$ cat config.mk
export PLATFORM = sky130hd
export DESIGN_NAME = scan_code_decoder
export DESIGN_NICKNAME = d
export VERILOG_FILES = /design/src/rtl/scan_code_pkg.sv /design/src/rtl/scan_code_rom.sv /design/src/rtl/scan_code_decoder.sv
export SDC_FILE = /design/constraint.sdc
export NUM_CORES = 1
export LEC_CHECK = 0
export ABC_AREA = 1
export CORE_MARGIN = 4
export CORE_UTILIZATION = 50
export CTS_CLUSTER_SIZE = 40
export DETAILED_ROUTE_END_ITERATION = 8
export PLACE_DENSITY = 0.79
export SETUP_SLACK_MARGIN = 0.3
export SYNTH_ARGS = -nofsm -noshare
export SYNTH_HDL_FRONTEND = slang
export SYNTH_HIERARCHICAL = 1
export SYNTH_SLANG_ARGS = --single-unit
$ cat constraint.sdc
create_clock -name clk -period 1.98 [get_ports clk]
set_clock_uncertainty 0.2 [all_clocks]
set_input_delay 0.297 -clock clk [delete_from_list [all_inputs] [get_ports clk]]
set_output_delay 0.297 -clock clk [all_outputs]
set_load 0.03 [all_outputs]
$ cat src/rtl/scan_code_pkg.sv
// scan_code_pkg: FSM states, set-2 scan constants and the 512x8 scan-to-ASCII table
package scan_code_pkg;
    localparam int ADDR_W = 9;
    typedef enum logic [1:0] {IDLE, LOOKUP, OUTPUT} state_e;
    localparam logic [7:0] SC_E0 = 8'hE0, SC_E1 = 8'hE1, SC_F0 = 8'hF0, SC_AA = 8'hAA;
    localparam logic [7:0] SC_SHIFT_L = 8'h12, SC_SHIFT_R = 8'h59, SC_CTRL = 8'h14, SC_CAPS = 8'h58;

    // Address is {ext, shift, code[6:0]}; letters stay lowercase in both halves
    function automatic logic [7:0] rom_entry(input logic [ADDR_W-1:0] a);
        logic sh;
        logic [7:0] r;
        sh = a[7];
        r = 8'h00;
        if (a[8]) r = a[6:0] == 7'h4A ? "/" : a[6:0] == 7'h5A ? 8'h0D : 8'h00;
        else case (a[6:0])
            7'h1C: r = "a";
            7'h32: r = "b";
            7'h21: r = "c";
            7'h23: r = "d";
            7'h24: r = "e";
            7'h2B: r = "f";
            7'h34: r = "g";
            7'h33: r = "h";
            7'h43: r = "i";
            7'h3B: r = "j";
            7'h42: r = "k";
            7'h4B: r = "l";
            7'h3A: r = "m";
            7'h31: r = "n";
            7'h44: r = "o";
            7'h4D: r = "p";
            7'h15: r = "q";
            7'h2D: r = "r";
            7'h1B: r = "s";
            7'h2C: r = "t";
            7'h3C: r = "u";
            7'h2A: r = "v";
            7'h1D: r = "w";
            7'h22: r = "x";
            7'h35: r = "y";
            7'h1A: r = "z";
            7'h45: r = sh ? ")" : "0";
            7'h16: r = sh ? "!" : "1";
            7'h1E: r = sh ? "@" : "2";
            7'h26: r = sh ? "#" : "3";
            7'h25: r = sh ? "$" : "4";
            7'h2E: r = sh ? "%" : "5";
            7'h36: r = sh ? "^" : "6";
            7'h3D: r = sh ? "&" : "7";
            7'h3E: r = sh ? "*" : "8";
            7'h46: r = sh ? "(" : "9";
            7'h0E: r = sh ? "~" : 8'h60;
            7'h4E: r = sh ? "_" : "-";
            7'h55: r = sh ? "+" : "=";
            7'h5D: r = sh ? "|" : "\\";
            7'h54: r = sh ? "{" : "[";
            7'h5B: r = sh ? "}" : "]";
            7'h4C: r = sh ? ":" : ";";
            7'h52: r = sh ? "\"" : "'";
            7'h41: r = sh ? "<" : ",";
            7'h49: r = sh ? ">" : ".";
            7'h4A: r = sh ? "?" : "/";
            7'h5A: r = 8'h0D;
            7'h66: r = 8'h08;
            7'h76: r = 8'h1B;
            7'h0D: r = 8'h09;
            7'h29: r = 8'h20;
            default: r = 8'h00;
        endcase
        return r;
    endfunction
endpackage

$ cat src/rtl/scan_code_rom.sv
// scan_code_rom: synchronous 512x8 ROM built from the package table
module scan_code_rom
    import scan_code_pkg::*;
(
    input  logic              clk,
    input  logic [ADDR_W-1:0] addr,
    output logic [7:0]        data_q
);
    always_ff @(posedge clk) data_q <= rom_entry(addr);
endmodule

$ cat src/rtl/scan_code_decoder.sv
// scan_code_decoder: PS/2 set-2 scan bytes to ASCII with prefix, modifier and caps-lock tracking
module scan_code_decoder
    import scan_code_pkg::*;
#(
    parameter bit CTRL_CODES = 1'b1,
    parameter int PAUSE_SKIP = 7
) (
    input  logic       clk,
    input  logic       reset,
    output logic       scan_code_ready,
    input  logic       scan_code_valid,
    input  logic [7:0] scan_code_byte,
    input  logic       character_ready,
    output logic       character_valid,
    output logic [7:0] character_byte,
    output logic       caps_lock
);
    localparam int SW = $clog2(PAUSE_SKIP + 1);
    state_e state_q, state_d;
    logic [SW-1:0] skip_q, skip_d;
    logic ext_q, ext_d, brk_q, brk_d, shl_q, shl_d, shr_q, shr_d, ctl_q, ctl_d, ctr_q, ctr_d;
    logic caps_q, caps_d, held_q, held_d, valid_q, valid_d;
    logic [7:0] char_q, char_d, rom_data;
    logic shift, ctrl, letter;

    assign shift = shl_q | shr_q;
    assign ctrl = ctl_q | ctr_q;
    assign letter = rom_data >= "a" && rom_data <= "z";
    assign scan_code_ready = state_q == IDLE;
    assign character_valid = valid_q;
    assign character_byte = char_q;
    assign caps_lock = caps_q;

    // ROM registers the address presented during the accepting IDLE cycle
    scan_code_rom u_rom (.clk(clk), .addr({ext_q, shift, scan_code_byte[6:0]}), .data_q(rom_data));

    always_comb begin
        state_d = state_q;
        skip_d = skip_q;
        ext_d = ext_q;
        brk_d = brk_q;
        shl_d = shl_q;
        shr_d = shr_q;
        ctl_d = ctl_q;
        ctr_d = ctr_q;
        caps_d = caps_q;
        held_d = held_q;
        valid_d = valid_q;
        char_d = char_q;
        if (state_q == IDLE && scan_code_valid) begin
            if (skip_q != '0) skip_d = skip_q - SW'(1);
            else if (scan_code_byte == SC_E1) skip_d = SW'(PAUSE_SKIP);
            else if (scan_code_byte == SC_E0) ext_d = 1'b1;
            else if (scan_code_byte == SC_F0) brk_d = 1'b1;
            else if (scan_code_byte inside {8'h00, 8'hFF, 8'hFA, 8'hFE, 8'hEE}) skip_d = skip_q;
            else if (scan_code_byte == SC_AA) begin
                {ext_d, brk_d, shl_d, shr_d, ctl_d, ctr_d, caps_d, held_d} = '0;
            end else if (scan_code_byte[7] || scan_code_byte inside {SC_SHIFT_L, SC_SHIFT_R, SC_CTRL, SC_CAPS}) begin
                // Modifiers and non-ASCII codes end any prefix; E0 12/E0 59 fall through untouched
                ext_d = 1'b0;
                brk_d = 1'b0;
                shl_d = scan_code_byte == SC_SHIFT_L && !ext_q ? !brk_q : shl_q;
                shr_d = scan_code_byte == SC_SHIFT_R && !ext_q ? !brk_q : shr_q;
                ctl_d = scan_code_byte == SC_CTRL && !ext_q ? !brk_q : ctl_q;
                ctr_d = scan_code_byte == SC_CTRL && ext_q ? !brk_q : ctr_q;
                if (scan_code_byte == SC_CAPS && !ext_q) begin
                    caps_d = caps_q ^ (!brk_q && !held_q);
                    held_d = !brk_q;
                end
            end else state_d = LOOKUP;
        end else if (state_q == LOOKUP) begin
            ext_d = 1'b0;
            brk_d = 1'b0;
            if (brk_q || rom_data == 8'h00) state_d = IDLE;
            else begin
                state_d = OUTPUT;
                valid_d = 1'b1;
                char_d = letter && ctrl && CTRL_CODES ? rom_data & 8'h1F :
                         letter && (shift ^ caps_q) ? rom_data & 8'hDF : rom_data;
            end
        end else if (state_q == OUTPUT && character_ready) begin
            valid_d = 1'b0;
            state_d = IDLE;
        end
    end

    always_ff @(posedge clk) begin
        if (reset) begin
            state_q <= IDLE;
            skip_q <= '0;
            {ext_q, brk_q, shl_q, shr_q, ctl_q, ctr_q, caps_q, held_q, valid_q} <= '0;
            char_q <= 8'h00;
        end else begin
            state_q <= state_d;
            skip_q <= skip_d;
            {ext_q, brk_q, shl_q, shr_q, ctl_q, ctr_q, caps_q, held_q, valid_q} <=
                {ext_d, brk_d, shl_d, shr_d, ctl_d, ctr_d, caps_d, held_d, valid_d};
            char_q <= char_d;
        end
    end
endmodule

==> metrics.txt <==
Worst EP required 1.97 ns; clock latency on the worst-skew pair 0.28 ns; vias 3,851; # rows 26; most frequent cells in the layout 126 x nand2_1, 91 x nor2_1, 77 x buf_4, 36 x inv_1, 33 x nand3_1; FF+latch count, synth 29; die width 81.7 µm; clock sinks 29; crit path kind register to register; Leakage 2.16 nW; average size of a mapped cell 5.35 µm²; nets 632; post-synthesis cell count 508; synth-to-layout area growth 52.8%; sequential area share after synthesis 21.4%; Global Route Usage Sum 31.8%; clk root buf clkbuf_8; status complete, no violations; core area 5200 µm²; vias in the first global route 3,703; Die H 81.7 µm; DRT antenna net count 0; Hold WS 0.263 ns; final non-filler cell total 689; critical path endpoint category register; drt initial violations 346; Finished Core Util 79.8%; Num CTS Buffers 5; final cycle utilization of the critical path 91.2%; endpoints failing hold 0; H-tree Lvls 2; crit-path max FO 3; largest net degree at the start of global routing 17; hpwl dp 7.41 mm; clock-pin slew on the worst setup and hold paths 0.06 ns; initial core utilization 52.2%; CTS tree done; die area 6680 µm²; YS warnings 6; time the worst path needs with I/O delays and setup 1.81 ns; max-cap violations 0; cts hold-fix bufs 0; Final Power 2.59 mW; Critical Path AT 1.80 ns; fillcell total 383; Mapped Nets 522; ant diodes 0; drt drc 0; share of post-route cells with drive strength above 1 37.5%; initial antenna violation count 0; post-placement cell count 658; drt via density 5.59; Netlist cell types 32; area of the multi-input gates 2230 µm²; Peak VDD IR 688 µV; drt wl/cell 15.9 µm; worst hold path type register to register; commonest non-fill, non-tap cell in the layout nand2_1; Pre-antenna DRT Iters 7; post-synthesis cell area 2720 µm²; WL final 10.9 mm; RSZ-0062 raised after global routing true; Reg area 587 µm²; # IOs 23; global-route wire length before repair 16.3 mm; setup-violating endpoint count in the final report 0; Clock Tree Buf Depth 2; RD Place Congestion 1.03; number of port buffers 22; highest clock rate 0.554 GHz; max-slew violation count 0; startpoint types register; gr ovfl total 0; Power Density 623 nW/µm²
[routing by layer]
layer,global-route usage [%],wire (µm),up-vias
li1,-,-,1831
met1,35.9,4290,1763
met2,55.9,5270,195
met3,7.68,851,62
met4,15.1,521,0
met5,0,0,-
[power by group]
group	total [mW]	switching (mW)	internal (mW)
combinational	1.30	0.805	0.491
clock	0.526	0.213	0.313
sequential	0.766	0.0763	0.689
total	2.59	1.09	1.49
[critical path, cell delays in order, from the launching register on]
cell and delay (ns):
dfxtp_2 0.34, inv_2 0.07, ha_4 0.14, ha_4 0.14, inv_4 0.05, nand2_2 0.09, nand3_1 0.12, o21ai_0 0.25
nand2_1 0.12, a31oi_1 0.21
[synthesized netlist by cell type]
master / count / area (µm²)
o21bai_1: 1 / 7.51
nand4_1: 11 / 68.8
nor2_1: 123 / 462
ha_1: 2 / 25.0
a21oi_1: 17 / 85.1
buf_4: 3 / 22.5
nor3_1: 8 / 40.0
nand3_1: 37 / 185
o211ai_1: 4 / 30.0
o21ai_1: 1 / 5.00
nand2_1: 155 / 582
or2_2: 1 / 6.26
clkinv_1: 2 / 7.51
nand4_4: 1 / 21.3
a211oi_1: 1 / 7.51
a31oi_1: 4 / 25.0
o21ai_2: 3 / 26.3
dfxtp_1: 29 / 581
nand3b_1: 2 / 15.0
clkbuf_8: 1 / 13.8
nor2_4: 2 / 22.5
xor2_1: 2 / 17.5
buf_2: 1 / 5.00
inv_2: 9 / 33.8
nor2_2: 5 / 31.3
nand2_2: 6 / 37.5
a21oi_4: 1 / 16.3
inv_1: 52 / 195
o21ai_0: 18 / 90.1
nor3_2: 2 / 20.0
conb_1: 1 / 3.75
nand3_2: 3 / 30.0
[metrics by stage]
step                      setup slack [ns]  cell area, µm²  setup TNS, ns
after floorplan                      0.357            2730              0
after global placement              -0.414            3470          -5.61
after detailed placement            -0.404            3470          -6.36
after CTS                            0.284            3880              0
after global routing                 0.100            4150              0
final                                0.174            4150              0
[area by class of cell]
class                      instances  area share, %
clock buffer                       7           2.32
timing repair buffer             107           21.0
sequential                        29           14.1
clock inverter                     1          0.120
multi-input combinational        412           53.8
tap                               70           2.11
inverter                          63           6.54
[worst paths after layout]
kind / startpoint / endpoint / slack [ns] / depth (start not counted)
setup reg to reg: skip_q[0] / brk_q / 0.17 / 9
hold reg to reg: character_byte[4] / character_byte[4] / 0.26 / 2
setup / recovery: skip_q[0] / brk_q / 0.17 / 9
hold / removal: character_byte[4] / character_byte[4] / 0.26 / 2
[cells by family (layout without fill, tap and decap cells)]
kind of cell,Yosys count,count (layout),synth area share (%)
AND/OR/NAND/NOR,356,357,56.0
buffers and inverters,68,178,10.2
AO/OA/AOI/OAI,50,50,10.8
flip-flops,29,29,21.4
adder cells (fa/ha/maj),2,2,0.920
XOR/XNOR,2,2,0.644
other,1,1,0.138
[sequential cells by signal, summed over array words and instances (netlist names), 2 cells and up]
register and flops:
state_q 2, skip_q 3, character_byte 8, u_rom/data_q 7
[repair_timing]
| action | CTS | global route |
|---|---|---|
| gates cloned | 0 | 1 |
| gates resized for setup | 105 | 99 |
| endpoints found under the setup margin | 36 | 24 |
| pin swaps | 33 | 47 |
| buffers inserted | 13 | 9 |
(Power assumes the default switching activity.)
==> edit, RTL diff (same flow settings) <==
The parameter `PAUSE_SKIP` goes from 7 to 9.
--- a/src/rtl/scan_code_decoder.sv
+++ b/src/rtl/scan_code_decoder.sv
@@ -3,7 +3,7 @@
     import scan_code_pkg::*;
 #(
     parameter bit CTRL_CODES = 1'b1,
-    parameter int PAUSE_SKIP = 7
+    parameter int PAUSE_SKIP = 9
 ) (
     input  logic       clk,
     input  logic       reset,
Behaviour: no difference found for any inputs over 4 cycles, from zero or initial values and one cycle with reset high; that may be too few to reach the edited logic, so the function may still have changed.
==> edit against the original RTL <==
- total power down 10%
- synthesized cell count rose by 1.6%
- worst setup slack improved by 0.041 ns
- cell count fell by 2.8%
- highest routed layer unchanged
- fmax grew 2.3%
- area after synthesis up 1.6%
- via count fell by 5.4%
- critical path type unchanged
- routed wire length down 16%
- critical endpoint is now u_rom/data_q[3]
- design area shrank 9.6%
- non-clock buffer count is 26 lower
- sequential cell count up 1
==> edit: results (changes against the original RTL) <==
| Metric | Value |
|---|---|
| Outcome | `finished, final reports clean` |
| Metal3 WL | `595 um (-30%)` |
| WL final | `9226 um (-16%)` |
| Met1 Use GR | `35.99% (+0.13 points)` |
| Max FO, Critical Path | `8 (+5)` |
| Met2 Track Usage GR | `46.15% (-9.7 points)` |
| Number of global-route vias before repair | `3,312 (-11%)` |
| Hold slack | `0.2636 ns (+0.0003160 ns)` |
| Final GP Congestion | `1.000 (-2.5%)` |
| Met2 wire len | `4250 um (-19%)` |
| HPWL Detailed | `6954 um (-6.1%)` |
| XOR/XNOR Fraction of Synth Area | `0.6341% (-0.010 points)` |
| Fin nets | `611 (-3.3%)` |
| R2R Path Start | `shl_q` |
| WP data arrival | `1.75 ns (-0.05 ns)` |
| NetSw | `0.0009651 W (-12%)` |
| Reg2reg end | `u_rom/data_q[3]` |
| Post-CTS sizing | `52 (-50%)` |
| Cell leakage power | `1.928 nW (-11%)` |
| Dpl cells | `649 (-1.4%)` |
| Comb pwr share | `45.5% (-4.6 points)` |
| Filler cells | `471 (+23%)` |
| Seq pwr share | `32.7% (+3.1 points)` |
| Max VDD drop | `0.7531 mV (+9.5%)` |
| Largest net degree at the start of global routing | `15 (-2)` |
| Placement-stage cell area | `3396 um2 (-2.0%)` |
| Synth unique cells | `34 (+6.3%)` |
[edit: changes by cell type after synthesis, moves of 3 or more]
| cell | before | now |
|---|---|---|
| nand2_1 | 155 | 151 |
| inv_2 | 9 | 14 |
| inv_1 | 52 | 43 |
| a31oi_1 | 4 | 0 |
| a21oi_1 | 17 | 21 |
| nand2_2 | 6 | 11 |
| nand3_1 | 37 | 40 |
| nor2_1 | 123 | 126 |
[edit: cell type report]
| cell class | instances | area, um2 | share of cell area, % |
|---|---|---|---|
| inverter | 58 | 231.5 | 6.165 |
| multi-input combinational | 422 | 2105 | 56.05 |
| timing repair buffer | 81 | 629.4 | 16.76 |
| clock buffer | 7 | 86.33 | 2.299 |
| clock inverter | 1 | 5.005 | 0.1333 |
| sequential | 30 | 603.1 | 16.06 |
| timing repair inverter | 1 | 7.507 | 0.1999 |
| tap | 70 | 87.58 | 2.333 |
